File: config.mk
export PLATFORM = sky130hd
export DESIGN_NAME = zipdma_mc_fsm_flat
export DESIGN_NICKNAME = d
export VERILOG_FILES = /design/src/rtl/zipdma_mc_fsm_if.sv /design/src/rtl/zipdma_mc_fsm.sv /design/src/flat_wrapper.sv
export SDC_FILE = /design/constraint.sdc
export NUM_CORES = 1
export LEC_CHECK = 0
export CORE_MARGIN = 4
export CORE_UTILIZATION = 36
export DETAILED_ROUTE_END_ITERATION = 10
export HOLD_SLACK_MARGIN = 0.02
export SYNTH_ARGS = -nofsm -noshare
export SYNTH_HDL_FRONTEND = slang
export SYNTH_SLANG_ARGS = --single-unit
File: constraint.sdc
create_clock -name i_clk -period 8.2 [get_ports i_clk]
set_input_delay 1.64 -clock i_clk [delete_from_list [all_inputs] [get_ports i_clk]]
set_output_delay 1.64 -clock i_clk [all_outputs]
set_load 0.03 [all_outputs]
File: src/rtl/zipdma_mc_fsm_if.sv
`default_nettype none
// ============================================================================
// zipdma_mc_fsm_if : control bundle between the DMA FSM and its MM2S/S2MM engines
// Revision : 1.0
// ============================================================================
interface zipdma_mc_fsm_if #(
   parameter int ADDRESS_WIDTH = 32,
   parameter int LGSUBLENGTH   = 10
);
   logic                     o_mm2s_request;
   logic                     i_mm2s_busy;
   logic                     i_mm2s_err;
   logic                     i_mm2s_inc;
   logic [ADDRESS_WIDTH-1:0] o_mm2s_addr;
   logic [LGSUBLENGTH:0]     o_mm2s_transferlen;

   logic                     o_s2mm_request;
   logic                     i_s2mm_busy;
   logic                     i_s2mm_err;
   logic                     i_s2mm_inc;
   logic [ADDRESS_WIDTH-1:0] o_s2mm_addr;
   logic [LGSUBLENGTH:0]     o_s2mm_transferlen;

   modport master (
      output o_mm2s_request, o_mm2s_addr, o_mm2s_transferlen,
      input  i_mm2s_busy, i_mm2s_err, i_mm2s_inc,
      output o_s2mm_request, o_s2mm_addr, o_s2mm_transferlen,
      input  i_s2mm_busy, i_s2mm_err, i_s2mm_inc
   );

   modport slave (
      input  o_mm2s_request, o_mm2s_addr, o_mm2s_transferlen,
      output i_mm2s_busy, i_mm2s_err, i_mm2s_inc,
      input  o_s2mm_request, o_s2mm_addr, o_s2mm_transferlen,
      output i_s2mm_busy, i_s2mm_err, i_s2mm_inc
   );
endinterface
`default_nettype wire

File: src/rtl/zipdma_mc_fsm.sv
`default_nettype none
// ============================================================================
// zipdma_mc_fsm : multi-channel DMA control FSM, round-robin over shared engines
// Revision : 1.0
// ============================================================================
module zipdma_mc_fsm #(
   parameter int NCHAN         = 4,
   parameter int ADDRESS_WIDTH = 32,
   parameter int LGDMALENGTH   = ADDRESS_WIDTH,
   parameter int LGSUBLENGTH   = 10
) (
   input  logic                           i_clk,
   input  logic                           i_reset_n,
   input  logic [NCHAN-1:0]               i_request,
   input  logic [NCHAN-1:0]               i_abort,
   input  logic [NCHAN-1:0]               i_trigger,
   input  logic [NCHAN*ADDRESS_WIDTH-1:0] i_src_addr,
   input  logic [NCHAN*ADDRESS_WIDTH-1:0] i_dst_addr,
   input  logic [NCHAN*LGDMALENGTH-1:0]   i_length,
   input  logic [LGSUBLENGTH:0]           i_transferlen,
   output logic [NCHAN-1:0]               o_busy,
   output logic [NCHAN-1:0]               o_done,
   output logic [NCHAN-1:0]               o_err,
   output logic [NCHAN*LGDMALENGTH-1:0]   o_remaining_len,
   zipdma_mc_fsm_if.master                eng
);
   localparam int AW  = ADDRESS_WIDTH;
   localparam int LW  = LGDMALENGTH;
   localparam int SLW = LGSUBLENGTH + 1;
   localparam int CW  = (LW > SLW) ? LW : SLW;
   localparam int IW  = (NCHAN > 1) ? $clog2(NCHAN) : 1;
   localparam logic [SLW-1:0] TL_MAX = {1'b1, {LGSUBLENGTH{1'b0}}};

   typedef enum logic [1:0] {
      S_IDLE  = 2'd0,
      S_READ  = 2'd1,
      S_WRITE = 2'd2
   } state_t;

   state_t            state_q, state_d;
   logic [IW-1:0]     grant_q, grant_d;
   logic [IW-1:0]     ptr_q, ptr_d;
   logic [SLW-1:0]    xfer_q, xfer_d;
   logic              mm2s_req_q, mm2s_req_d;
   logic              s2mm_req_q, s2mm_req_d;
   logic [AW-1:0]     mm2s_addr_q, mm2s_addr_d;
   logic [AW-1:0]     s2mm_addr_q, s2mm_addr_d;
   logic [NCHAN-1:0]  busy_q, busy_d;
   logic [NCHAN-1:0]  done_q, done_d;
   logic [NCHAN-1:0]  err_q, err_d;
   logic [NCHAN-1:0]  abort_pend_q, abort_pend_d;
   logic [AW-1:0]     src_q [NCHAN];
   logic [AW-1:0]     src_d [NCHAN];
   logic [AW-1:0]     dst_q [NCHAN];
   logic [AW-1:0]     dst_d [NCHAN];
   logic [LW-1:0]     len_q [NCHAN];
   logic [LW-1:0]     len_d [NCHAN];

   logic [NCHAN-1:0]  eligible;
   logic              found;
   logic [IW-1:0]     pick;
   logic [IW-1:0]     scan;
   int                scan_i;
   logic [SLW-1:0]    tl_eff;
   logic [CW-1:0]     len_ext;
   logic [CW-1:0]     tl_ext;
   logic [SLW-1:0]    xfer_new;
   logic [LW-1:0]     new_len;
   logic              active;

   assign active   = (state_q != S_IDLE);
   assign eligible = busy_q & ~abort_pend_q & ~i_abort & i_trigger;
   assign tl_eff   = (i_transferlen == '0) ? TL_MAX : i_transferlen;

   // Search starts at ptr_q, which always points one past the last grant.
   always_comb begin
      found  = 1'b0;
      pick   = '0;
      scan   = '0;
      scan_i = 0;
      for (int k = 0; k < NCHAN; k++) begin
         scan_i = int'(ptr_q) + k;
         if (scan_i >= NCHAN) scan_i = scan_i - NCHAN;
         scan = IW'(scan_i);
         if (!found && eligible[scan]) begin
            found = 1'b1;
            pick  = scan;
         end
      end
   end

   always_comb begin
      len_ext  = CW'(len_q[pick]);
      tl_ext   = CW'(tl_eff);
      xfer_new = (len_ext < tl_ext) ? SLW'(len_ext) : tl_eff;
   end

   always_comb begin
      state_d      = state_q;
      grant_d      = grant_q;
      ptr_d        = ptr_q;
      xfer_d       = xfer_q;
      mm2s_req_d   = mm2s_req_q;
      s2mm_req_d   = s2mm_req_q;
      mm2s_addr_d  = mm2s_addr_q;
      s2mm_addr_d  = s2mm_addr_q;
      busy_d       = busy_q;
      err_d        = err_q;
      abort_pend_d = abort_pend_q;
      done_d       = '0;
      src_d        = src_q;
      dst_d        = dst_q;
      len_d        = len_q;
      new_len      = len_q[grant_q] - LW'(xfer_q);

      for (int c = 0; c < NCHAN; c++) begin
         if (i_abort[c]) begin
            if (active && (grant_q == IW'(c))) abort_pend_d[c] = 1'b1;
            else                                busy_d[c]       = 1'b0;
         end else if (i_request[c] && !busy_q[c]) begin
            src_d[c] = i_src_addr[c*AW +: AW];
            dst_d[c] = i_dst_addr[c*AW +: AW];
            len_d[c] = i_length[c*LW +: LW];
            err_d[c] = 1'b0;
            if (i_length[c*LW +: LW] == '0) done_d[c] = 1'b1;
            else                            busy_d[c] = 1'b1;
         end
      end

      // An engine error outranks any completion seen in the same cycle.
      if (active && (eng.i_mm2s_err || eng.i_s2mm_err)) begin
         busy_d[grant_q]       = 1'b0;
         err_d[grant_q]        = 1'b1;
         abort_pend_d[grant_q] = 1'b0;
         mm2s_req_d            = 1'b0;
         s2mm_req_d            = 1'b0;
         state_d               = S_IDLE;
      end else begin
         case (state_q)
            S_IDLE: begin
               if (found) begin
                  grant_d     = pick;
                  ptr_d       = (int'(pick) == NCHAN - 1) ? '0 : pick + 1'b1;
                  xfer_d      = xfer_new;
                  mm2s_addr_d = src_q[pick];
                  mm2s_req_d  = 1'b1;
                  state_d     = S_READ;
               end
            end
            S_READ: begin
               if (!eng.i_mm2s_busy) begin
                  if (mm2s_req_q) begin
                     mm2s_req_d = 1'b0;
                  end else begin
                     if (eng.i_mm2s_inc)
                        src_d[grant_q] = src_q[grant_q] + AW'(xfer_q);
                     s2mm_addr_d = dst_q[grant_q];
                     s2mm_req_d  = 1'b1;
                     state_d     = S_WRITE;
                  end
               end
            end
            S_WRITE: begin
               if (!eng.i_s2mm_busy) begin
                  if (s2mm_req_q) begin
                     s2mm_req_d = 1'b0;
                  end else begin
                     if (eng.i_s2mm_inc)
                        dst_d[grant_q] = dst_q[grant_q] + AW'(xfer_q);
                     len_d[grant_q] = new_len;
                     state_d        = S_IDLE;
                     if (abort_pend_q[grant_q] || i_abort[grant_q]) begin
                        busy_d[grant_q]       = 1'b0;
                        abort_pend_d[grant_q] = 1'b0;
                     end else if (new_len == '0) begin
                        busy_d[grant_q] = 1'b0;
                        done_d[grant_q] = 1'b1;
                     end
                  end
               end
            end
            default: state_d = S_IDLE;
         endcase
      end
   end

   always_ff @(posedge i_clk or negedge i_reset_n) begin
      if (!i_reset_n) begin
         state_q      <= S_IDLE;
         grant_q      <= '0;
         ptr_q        <= '0;
         xfer_q       <= '0;
         mm2s_req_q   <= 1'b0;
         s2mm_req_q   <= 1'b0;
         mm2s_addr_q  <= '0;
         s2mm_addr_q  <= '0;
         busy_q       <= '0;
         done_q       <= '0;
         err_q        <= '0;
         abort_pend_q <= '0;
         for (int c = 0; c < NCHAN; c++) begin
            src_q[c] <= '0;
            dst_q[c] <= '0;
            len_q[c] <= '0;
         end
      end else begin
         state_q      <= state_d;
         grant_q      <= grant_d;
         ptr_q        <= ptr_d;
         xfer_q       <= xfer_d;
         mm2s_req_q   <= mm2s_req_d;
         s2mm_req_q   <= s2mm_req_d;
         mm2s_addr_q  <= mm2s_addr_d;
         s2mm_addr_q  <= s2mm_addr_d;
         busy_q       <= busy_d;
         done_q       <= done_d;
         err_q        <= err_d;
         abort_pend_q <= abort_pend_d;
         src_q        <= src_d;
         dst_q        <= dst_d;
         len_q        <= len_d;
      end
   end

   assign o_busy = busy_q;
   assign o_done = done_q;
   assign o_err  = err_q;

   generate
      for (genvar c = 0; c < NCHAN; c++) begin : g_rem
         assign o_remaining_len[c*LW +: LW] = len_q[c];
      end
   endgenerate

   assign eng.o_mm2s_request     = mm2s_req_q;
   assign eng.o_mm2s_addr        = mm2s_addr_q;
   assign eng.o_mm2s_transferlen = xfer_q;
   assign eng.o_s2mm_request     = s2mm_req_q;
   assign eng.o_s2mm_addr        = s2mm_addr_q;
   assign eng.o_s2mm_transferlen = xfer_q;
endmodule
`default_nettype wire

File: src/flat_wrapper.sv
// flat-port wrapper written by rule: the top's interface ports become plain ports
module zipdma_mc_fsm_flat 
#(
   parameter int NCHAN         = 4,
   parameter int ADDRESS_WIDTH = 32,
   parameter int LGDMALENGTH   = ADDRESS_WIDTH,
   parameter int LGSUBLENGTH   = 10
)
  (i_clk, i_reset_n, i_request, i_abort, i_trigger, i_src_addr, i_dst_addr, i_length, i_transferlen, o_busy, o_done, o_err, o_remaining_len, eng_o_mm2s_request, eng_o_mm2s_addr, eng_o_mm2s_transferlen, eng_i_mm2s_busy, eng_i_mm2s_err, eng_i_mm2s_inc, eng_o_s2mm_request, eng_o_s2mm_addr, eng_o_s2mm_transferlen, eng_i_s2mm_busy, eng_i_s2mm_err, eng_i_s2mm_inc);
  zipdma_mc_fsm_if #(.ADDRESS_WIDTH(ADDRESS_WIDTH), .LGSUBLENGTH(LGSUBLENGTH)) eng_i ();
  input  logic i_clk;
  input  logic i_reset_n;
  input  logic [NCHAN-1:0] i_request;
  input  logic [NCHAN-1:0] i_abort;
  input  logic [NCHAN-1:0] i_trigger;
  input  logic [NCHAN*ADDRESS_WIDTH-1:0] i_src_addr;
  input  logic [NCHAN*ADDRESS_WIDTH-1:0] i_dst_addr;
  input  logic [NCHAN*LGDMALENGTH-1:0] i_length;
  input  logic [LGSUBLENGTH:0] i_transferlen;
  output logic [NCHAN-1:0] o_busy;
  output logic [NCHAN-1:0] o_done;
  output logic [NCHAN-1:0] o_err;
  output logic [NCHAN*LGDMALENGTH-1:0] o_remaining_len;
  output wire logic [$bits(eng_i.o_mm2s_request)-1:0] eng_o_mm2s_request;
  output wire logic [$bits(eng_i.o_mm2s_addr)-1:0] eng_o_mm2s_addr;
  output wire logic [$bits(eng_i.o_mm2s_transferlen)-1:0] eng_o_mm2s_transferlen;
  input wire logic [$bits(eng_i.i_mm2s_busy)-1:0] eng_i_mm2s_busy;
  input wire logic [$bits(eng_i.i_mm2s_err)-1:0] eng_i_mm2s_err;
  input wire logic [$bits(eng_i.i_mm2s_inc)-1:0] eng_i_mm2s_inc;
  output wire logic [$bits(eng_i.o_s2mm_request)-1:0] eng_o_s2mm_request;
  output wire logic [$bits(eng_i.o_s2mm_addr)-1:0] eng_o_s2mm_addr;
  output wire logic [$bits(eng_i.o_s2mm_transferlen)-1:0] eng_o_s2mm_transferlen;
  input wire logic [$bits(eng_i.i_s2mm_busy)-1:0] eng_i_s2mm_busy;
  input wire logic [$bits(eng_i.i_s2mm_err)-1:0] eng_i_s2mm_err;
  input wire logic [$bits(eng_i.i_s2mm_inc)-1:0] eng_i_s2mm_inc;
  assign eng_o_mm2s_request = eng_i.o_mm2s_request;
  assign eng_o_mm2s_addr = eng_i.o_mm2s_addr;
  assign eng_o_mm2s_transferlen = eng_i.o_mm2s_transferlen;
  assign eng_i.i_mm2s_busy = eng_i_mm2s_busy;
  assign eng_i.i_mm2s_err = eng_i_mm2s_err;
  assign eng_i.i_mm2s_inc = eng_i_mm2s_inc;
  assign eng_o_s2mm_request = eng_i.o_s2mm_request;
  assign eng_o_s2mm_addr = eng_i.o_s2mm_addr;
  assign eng_o_s2mm_transferlen = eng_i.o_s2mm_transferlen;
  assign eng_i.i_s2mm_busy = eng_i_s2mm_busy;
  assign eng_i.i_s2mm_err = eng_i_s2mm_err;
  assign eng_i.i_s2mm_inc = eng_i_s2mm_inc;
  zipdma_mc_fsm #(.NCHAN(NCHAN), .ADDRESS_WIDTH(ADDRESS_WIDTH), .LGDMALENGTH(LGDMALENGTH), .LGSUBLENGTH(LGSUBLENGTH)) u_core (.i_clk(i_clk), .i_reset_n(i_reset_n), .i_request(i_request), .i_abort(i_abort), .i_trigger(i_trigger), .i_src_addr(i_src_addr), .i_dst_addr(i_dst_addr), .i_length(i_length), .i_transferlen(i_transferlen), .o_busy(o_busy), .o_done(o_done), .o_err(o_err), .o_remaining_len(o_remaining_len), .eng(eng_i));
endmodule
# [After elaboration in Yosys (flattened, before gate mapping)]
# Cells that the tools add are included.
# Widths: inputs -> output; s select.
[totals] register_bits=483 inputBits=415 output_inout_bits=228 wordCells=279
[classes] n_addsub=11 n_lt_le_gt_ge=14 n_eq_ne=11 n_mux=165 bitwise_logic=15 n_reduce_logical=39
[ops] operator="$mux 128" n=14
[ops] operator="$mux 32" n=35
[ops] operator="$bwmux 128" n=3
[ops] operator="$bmux 32 s2" n=5
[ops] operator="$logic_not 32->1" n=5
[ops] operator="$mux 4" n=18
[ops] operator="$add 32x11->32" n=2
[ops] operator="$demux 32 s2" n=1
[ops] operator="$mux 1" n=62
[ops] operator="$lt 32x11->1" n=1
[ops] operator="$sub 32x11->32" n=1
[ops] operator="$mux 2" n=15
[ops] operator="$mux 11" n=2
[ops] operator="$and 4x4->4" n=5
[ops] operator="$ge 3x3->1 const B" n=5
[ops] operator="$lt 2x3->1 const B" n=5
[ops] operator="$logic_and 1x1->1" n=14
[ops] operator="$bmux 1 s2" n=6
[ops] operator="$not 4->4" n=3
[ops] operator="$logic_not 11->1" n=1
[ops] operator="$or 4x4->4" n=2
[ops] operator="$reduce_and 4->1" n=2
[ops] operator="$sub 2x1->2 const B" n=4
[ops] operator="$logic_not 1->1" n=7
[ops] operator="other kinds (22)" n=37

# [Longest topological paths before layout]
[depth] ltp_word=22 mapped_depth=21

# [Worst setup path after synthesis]
# No wires, ideal clock.
[synth_path] path_type="register to register" from="register u_core.grant_q[0]" to="register u_core.busy_q[0], in the netlist u_core.o_busy[0]" t_arrival_ps=5911 setup_slack_ps=2149 stages_incl_launch_ff=21 path_buffers=9 synth_period_minus_slack_ps=6051 cell_sequence="dfrtp_1 -> buf_2 -> buf_2 -> buf_2 -> buf_2 -> buf_2 -> buf_2 -> buf_1 -> clkbuf_1 -> mux4_2 -> ha_1 -> o21a_1 -> o21ai_0 -> o31ai_1 -> nor3b_1 -> clkbuf_1 -> a21boi_0 -> or2_2 -> or4b_2 -> nor3_1 -> a21oi_1"
[synth_via] elab_chain_len=12
[synth_lines] element="start, declared" line_no="zipdma_mc_fsm.sv:41" rtl="logic [IW-1:0] grant_q, grant_d;"
[synth_lines] element="start signal, assigned" line_no="zipdma_mc_fsm.sv:208" rtl="grant_q <= grant_d;"
[synth_lines] element="$not 2->3 (not written as such) (tied with other cells)" line_no="zipdma_mc_fsm.sv:114" rtl="new_len = len_q[grant_q] - LW'(xfer_q);"
[synth_lines] element="$bmux 32 s2 or $logic_and 1x1->1 (tied branches)"
[synth_lines] element="$mux 32 (not written as such) or $mux 1 (tied branches)"
[synth_lines] element="$mux 32 (not written as such) or $demux 1 s2 (tied branches)"
[synth_lines] element="$sub 32x11->32 or $not 4->4 (tied branches)"
[synth_lines] element="$logic_not 32->1 or $and 4x4->4 (tied branches)"
[synth_lines] element="$mux 4" line_no="zipdma_mc_fsm.sv:175" rtl="end else if (new_len == '0) begin"
[synth_lines] element="$mux 4" line_no="zipdma_mc_fsm.sv:172" rtl="if (abort_pend_q[grant_q] || i_abort[grant_q]) begin"
[synth_lines] element="$mux 4" line_no="zipdma_mc_fsm.sv:165" rtl="if (s2mm_req_q) begin"
[synth_lines] element="$mux 4" line_no="zipdma_mc_fsm.sv:164" rtl="if (!eng.i_s2mm_busy) begin"
[synth_lines] element="$mux 4" line_no="zipdma_mc_fsm.sv:139" rtl="case (state_q)"
[synth_lines] element="$mux 4 (*)" line_no="zipdma_mc_fsm.sv:131" rtl="if (active && (eng.i_mm2s_err || eng.i_s2mm_err)) begin"
[synth_lines] element="via u_core.busy_d[0]" line_no="zipdma_mc_fsm.sv:48" rtl="logic [NCHAN-1:0] busy_q, busy_d;"
[synth_lines] element="end signal, assigned" line_no="zipdma_mc_fsm.sv:215" rtl="busy_q <= busy_d;"
[synth_lines] element="end, declared" line_no="zipdma_mc_fsm.sv:48"
# The timed path passes the listed nets; every way through them passes the cells marked *. The select of a mux whose other input is x is not followed.
# A chain may end at the register's enable or synchronous reset.

# [Final worst setup path]
[layout_path] from="input i_abort[1]" to="register u_core.xfer_q[1], in the netlist u_core.eng.o_mm2s_transferlen[1]"
[layout_via] elab_chain_len=21
[layout_lines] element="start, declared" line_no="flat_wrapper.sv:14" rtl="input logic [NCHAN-1:0] i_abort;"
[layout_lines] element="$not 4->4 (*)" line_no="zipdma_mc_fsm.sv:72" rtl="assign eligible = busy_q & ~abort_pend_q & ~i_abort & i_trigger;"
[layout_lines] element="$and 4x4->4 (*) (2 in a row)" line_no="zipdma_mc_fsm.sv:72"
[layout_lines] element="$bmux 1 s2" line_no="zipdma_mc_fsm.sv:85" rtl="if (!found && eligible[scan]) begin"
[layout_lines] element="$mux 1 (not written as such)" line_no="zipdma_mc_fsm.sv:85"
[layout_lines] element="$mux 1" line_no="zipdma_mc_fsm.sv:85"
[layout_lines] element="$logic_not 1->1" line_no="zipdma_mc_fsm.sv:85"
[layout_lines] element="$logic_and 1x1->1" line_no="zipdma_mc_fsm.sv:85"
[layout_lines] element="$mux 1" line_no="zipdma_mc_fsm.sv:85"
[layout_lines] element="[3 not listed]"
[layout_lines] element="$logic_not 1->1" line_no="zipdma_mc_fsm.sv:85"
[layout_lines] element="$logic_and 1x1->1" line_no="zipdma_mc_fsm.sv:85"
[layout_lines] element="$mux 2" line_no="zipdma_mc_fsm.sv:85"
[layout_lines] element="$not 2->3 (not written as such)" line_no="zipdma_mc_fsm.sv:93" rtl="len_ext = CW'(len_q[pick]);"
[layout_lines] element="$bmux 32 s2" line_no="zipdma_mc_fsm.sv:93"
[layout_lines] element="$mux 32 (not written as such) (2 in a row)" line_no="zipdma_mc_fsm.sv:93"
[layout_lines] element="$lt 32x11->1" line_no="zipdma_mc_fsm.sv:95" rtl="xfer_new = (len_ext < tl_ext) ? SLW'(len_ext) : tl_eff;"
[layout_lines] element="$mux 11" line_no="zipdma_mc_fsm.sv:95"
[layout_lines] element="end signal, assigned" line_no="zipdma_mc_fsm.sv:210" rtl="xfer_q <= xfer_d;"
[layout_lines] element="end, declared" line_no="zipdma_mc_fsm.sv:43" rtl="logic [SLW-1:0] xfer_q, xfer_d;"
# Mark *: on every way between the ends. The rest lies on a longest branch, timed or not. The select of a mux whose other input is x is not followed.

==> reports/metrics.csv <==
stage,metric,value,unit
global_route,largest net degree at the start of global routing,128,
clocking,postcts setup bufs,0,
cells_and_area,layout cells sized above 1,10.6,%
place,Port Buffers,642,
timing,Fmax,0.158,GHz
floorplanning,I/O pins,643,
timing,Max Transition Viols Final,0,
floorplanning,Die Span X,292,um
floorplanning,area of the core,80400,um^2
cells_and_area,post-route cell area,38600,um^2
pwr,leakage power,15.2,nW
worst_hold_path,Worst Hold Class,flop to flop,
route,DRC viols,0,
place,HPWL Detailed,90800,um
place,RePlAce Congestion,0.948,
cells_and_area,filler instances,7624,
clocking,Clock Tree Buf Depth,3,
global_route,vias in the first global route,26400,
cells_and_area,area growth from synthesis to layout,32.4,%
synthesis,yosys warns,0,
run_status,status,completed,
timing,Slew @ Worst Pin,1200,ps
synthesis,prevailing post-synth register cell,dfrtp_1,
route,DR iter-0 viols,2540,
place,placed instance area,36600,um^2
cells_and_area,Register Area,12100,um^2
pwr,Max VDD drop,0.000251,V
clocking,TritonCTS clock tree,built,
clocking,Root Buffer,clkbuf_16,
global_route,GRT Overall Usage,28.5,%
timing,unrepaired setup endpoints after global routing,no,
timing,worst setup margin,1850,ps
route,Via density,5.77,
floorplanning,die area,85500,um^2
critical_path,Worst Path Max Fanout,35,
route,Post-Route WL,127000,um
critical_path,crit path kind,primary input to flop,
clocking,CTS Buf Count,57,
synthesis,"Async S/R FF share, synth",100,%
pwr,part of the power in combinational logic,56.2,%
timing,headroom to the max-slew limit,18.9,%
timing,crit share post-route,77.4,%
critical_path,Worst Path Required,8670,ps
pwr,part of the power in registers,27.1,%
synthesis,"Cell Area, Synth",29100,um^2
synthesis,sequential share of the synthesized area,41.5,%
timing,# setup viols final,0,
pwr,Clk network pwr share,16.6,%
clocking,clock sink count,483,
timing,final hold vios,0,
global_route,first-pass GRT wire length,184000,um
synthesis,Post-synth EDFFs,0,
timing,Final min period,6350,ps
clocking,post-CTS resize count,0,
pwr,Power Density,416,nW/um^2
synthesis,Syn Area/Cell,9.51,um^2
route,drt first pass iters,6,
route,Final ANT Viol Nets,0,
place,Place WS,1270,ps
place,Cells after DPL,4596,
pwr,"Power, Total",16.0,mW
clocking,clock-pin slew on the worst setup and hold paths,70,ps
route,wire length per cell,26.9,um
cells_and_area,final cell count without fillers,4710,
clocking,H-tree depth,2,
route,via count,27200,
pwr,Switch Pwr,7.61,mW
global_route,global route total overflow,0,
critical_path,CP endpoint kind,flop,
timing,Final TNS setup,0,ps
clocking,hold-fix buffers at CTS,0,
pwr,Internal,8.43,mW
critical_path,CP arrival,6810,ps
timing,Post-Route Skew,18.1,ps
pwr,switching share of power,47.4,%
synthesis,"flops & latches, synth",483,
synthesis,syn nets,3526,
global_route,initial antenna violation count,21,
floorplanning,Die Y,292,um
critical_path,type of origin of the critical path,primary input,
cells_and_area,multi-input logic area,16100,um^2
clocking,"Clk Latency, worst-skew pair",630,ps
floorplanning,Starting Density,36.2,%
floorplanning,Row Count,104,
cells_and_area,# nets final,4059,
run,Max Cap Viol,0,
synthesis,Netlist cell types,67,
synthesis,Cells after Synth,3062,
[synthesized netlist by cell type, types with 5 or more instances]
master    count  area (um^2)
nand2b_1     14         87.6
nand3_1      51          255
inv_1        52          195
xnor2_1      49          429
or3_1         7         43.8
nor4_1       58          363
and2_1       17          106
mux2_2       98         1100
a21o_1       17          128
and4_1        6         52.6
a21boi_0      5         37.5
a211oi_1    138         1040
clkbuf_1    164          616
nand2_1     378         1420
buf_4        12         90.1
mux2i_1     213         2130
a21oi_1     218         1090
nand4_1      27          169
o211ai_1      9         67.6
xor2_1       28          245
nand4b_1      6         52.6
dfrtp_1     483        12100
o21ai_0     318         1590
o21a_1        7         52.6
a31oi_1      15         93.8
and3_1        8         50.1
o31ai_1       7         52.6
mux4_2       95         2140
nor3_1       44          220
buf_2        18         90.1
or2_2        11         68.8
nor2_1      224          841
nor2b_1     133          832
buf_1        21         78.8
nor3b_1       9         67.6
ha_1         46          576
[cell usage in the layout, fill, tap and decap left out, types with 44 or more instances in the layout]
cell,count
nand2_1,374
nand3_1,50
clkdlybuf4s50_1,641
a211oi_1,137
dfrtp_1,481
mux2_2,98
nor2b_1,129
clkbuf_16,57
nor2_1,218
inv_1,52
nor4_1,58
mux2i_1,213
buf_4,44
mux4_2,95
a21oi_1,218
xnor2_1,49
o21ai_0,318
ha_1,46
[sequential cells by signal, summed over array words and instances (netlist names)]
signal,count
u_core.o_done,4
u_core.o_busy,4
u_core.eng.o_s2mm_addr,32
u_core.o_err,4
u_core.eng.o_s2mm_request,1
u_core.abort_pend_q,4
u_core.state_q,2
u_core.eng.o_mm2s_request,1
u_core.o_remaining_len,128
u_core.grant_q,2
u_core.eng.o_mm2s_addr,32
u_core.dst_q,128
u_core.src_q,128
u_core.ptr_q,2
u_core.eng.o_mm2s_transferlen,11
[worst paths after layout]
kind	startpoint	endpoint	slack, ps	depth (start not counted)
worst max-delay path	i_abort[1]	u_core.eng.o_mm2s_transferlen[1]$_DFFE_PN0P_	1850	13
worst min-delay path	u_core.eng.o_mm2s_addr[5]$_DFFE_PN0P_	u_core.eng.o_mm2s_addr[5]$_DFFE_PN0P_	480	2
worst max register to register	u_core.grant_q[1]$_DFFE_PN0P_	u_core.o_busy[0]$_DFF_PN0_	2730	10
worst min register to register	u_core.eng.o_mm2s_addr[5]$_DFFE_PN0P_	u_core.eng.o_mm2s_addr[5]$_DFFE_PN0P_	480	2
max in group asynchronous	i_reset_n	u_core.eng.o_mm2s_addr[26]$_DFFE_PN0P_	5720	2
min in group asynchronous	i_reset_n	u_core.eng.o_mm2s_transferlen[10]$_DFFE_PN0P_	1030	1
[logic make-up (layout without fill, tap and decap cells)]
kind of cell / Yosys count / after routing / share of synthesized area, %
DFF: 483 / 483 / 41.5
AOI/OAI and AO/OA: 768 / 768 / 15.2
adders and majority gates: 49 / 49 / 2.18
other: 0 / 8 / 0
and+or+nand+nor: 1009 / 1009 / 16.5
xor gates and xnor gates: 77 / 77 / 2.32
buffers and inverters: 269 / 849 / 3.75
muxes: 407 / 407 / 18.5
[power groups by stage]
stage | sequential (mW) | combinational, mW | clock (mW)
5_1_grt | 4.44 | 9.66 | 2.81
2_1_floorplan | 4.65 | 5.08 | 0
4_1_cts | 4.32 | 8.94 | 2.72
3_5_place_dp | 4.34 | 8.89 | 0
6_report | 4.35 | 9.02 | 2.67
3_3_place_gp | 4.35 | 8.85 | 0
[area by class of cell]
| type | instances | area share (%) |
|---|---|---|
| Sequential cell | 483 | 31.4 |
| Timing Repair Buffer | 691 | 17.8 |
| Tap cell | 1060 | 3.44 |
| Multi-Input combinational cell | 2310 | 41.8 |
| Inverter | 52 | 0.506 |
| Antenna cell | 8 | 0.0519 |
| Clock inverter | 33 | 0.944 |
| Clock buffer | 73 | 4.09 |
[routing by layer]
| layer | vias to the layer above | track usage (%) | share of wire, % |
|---|---|---|---|
| met5 | - | 0 | 0.084 |
| met1 | 13500 | 39.3 | 42 |
| met3 | 237 | 6.43 | 9.0 |
| met4 | 14 | 9.38 | 3.5 |
| li1 | 12100 | - | - |
| met2 | 1331 | 44.7 | 46 |
[metrics by stage]
stage          util (%)  hold WS [ps]
2_1_floorplan         -           478
3_3_place_gp       45.5           465
3_5_place_dp       45.5           473
4_1_cts            47.9           486
5_1_grt            47.9           499
6_report           47.9           477
[critical path, cell delays in order]
cell	delay [ps]
clkdlybuf4s50_1	480
nor4bb_1	1020
o221ai_1	400
a21oi_4	970
a211oi_1	180
a31oi_1	320
ha_1	190
and4_1	220
nand3_1	120
o311ai_2	620
buf_4	320
mux2i_1	200
o21ai_0	90
(Power assumes the default switching activity.)
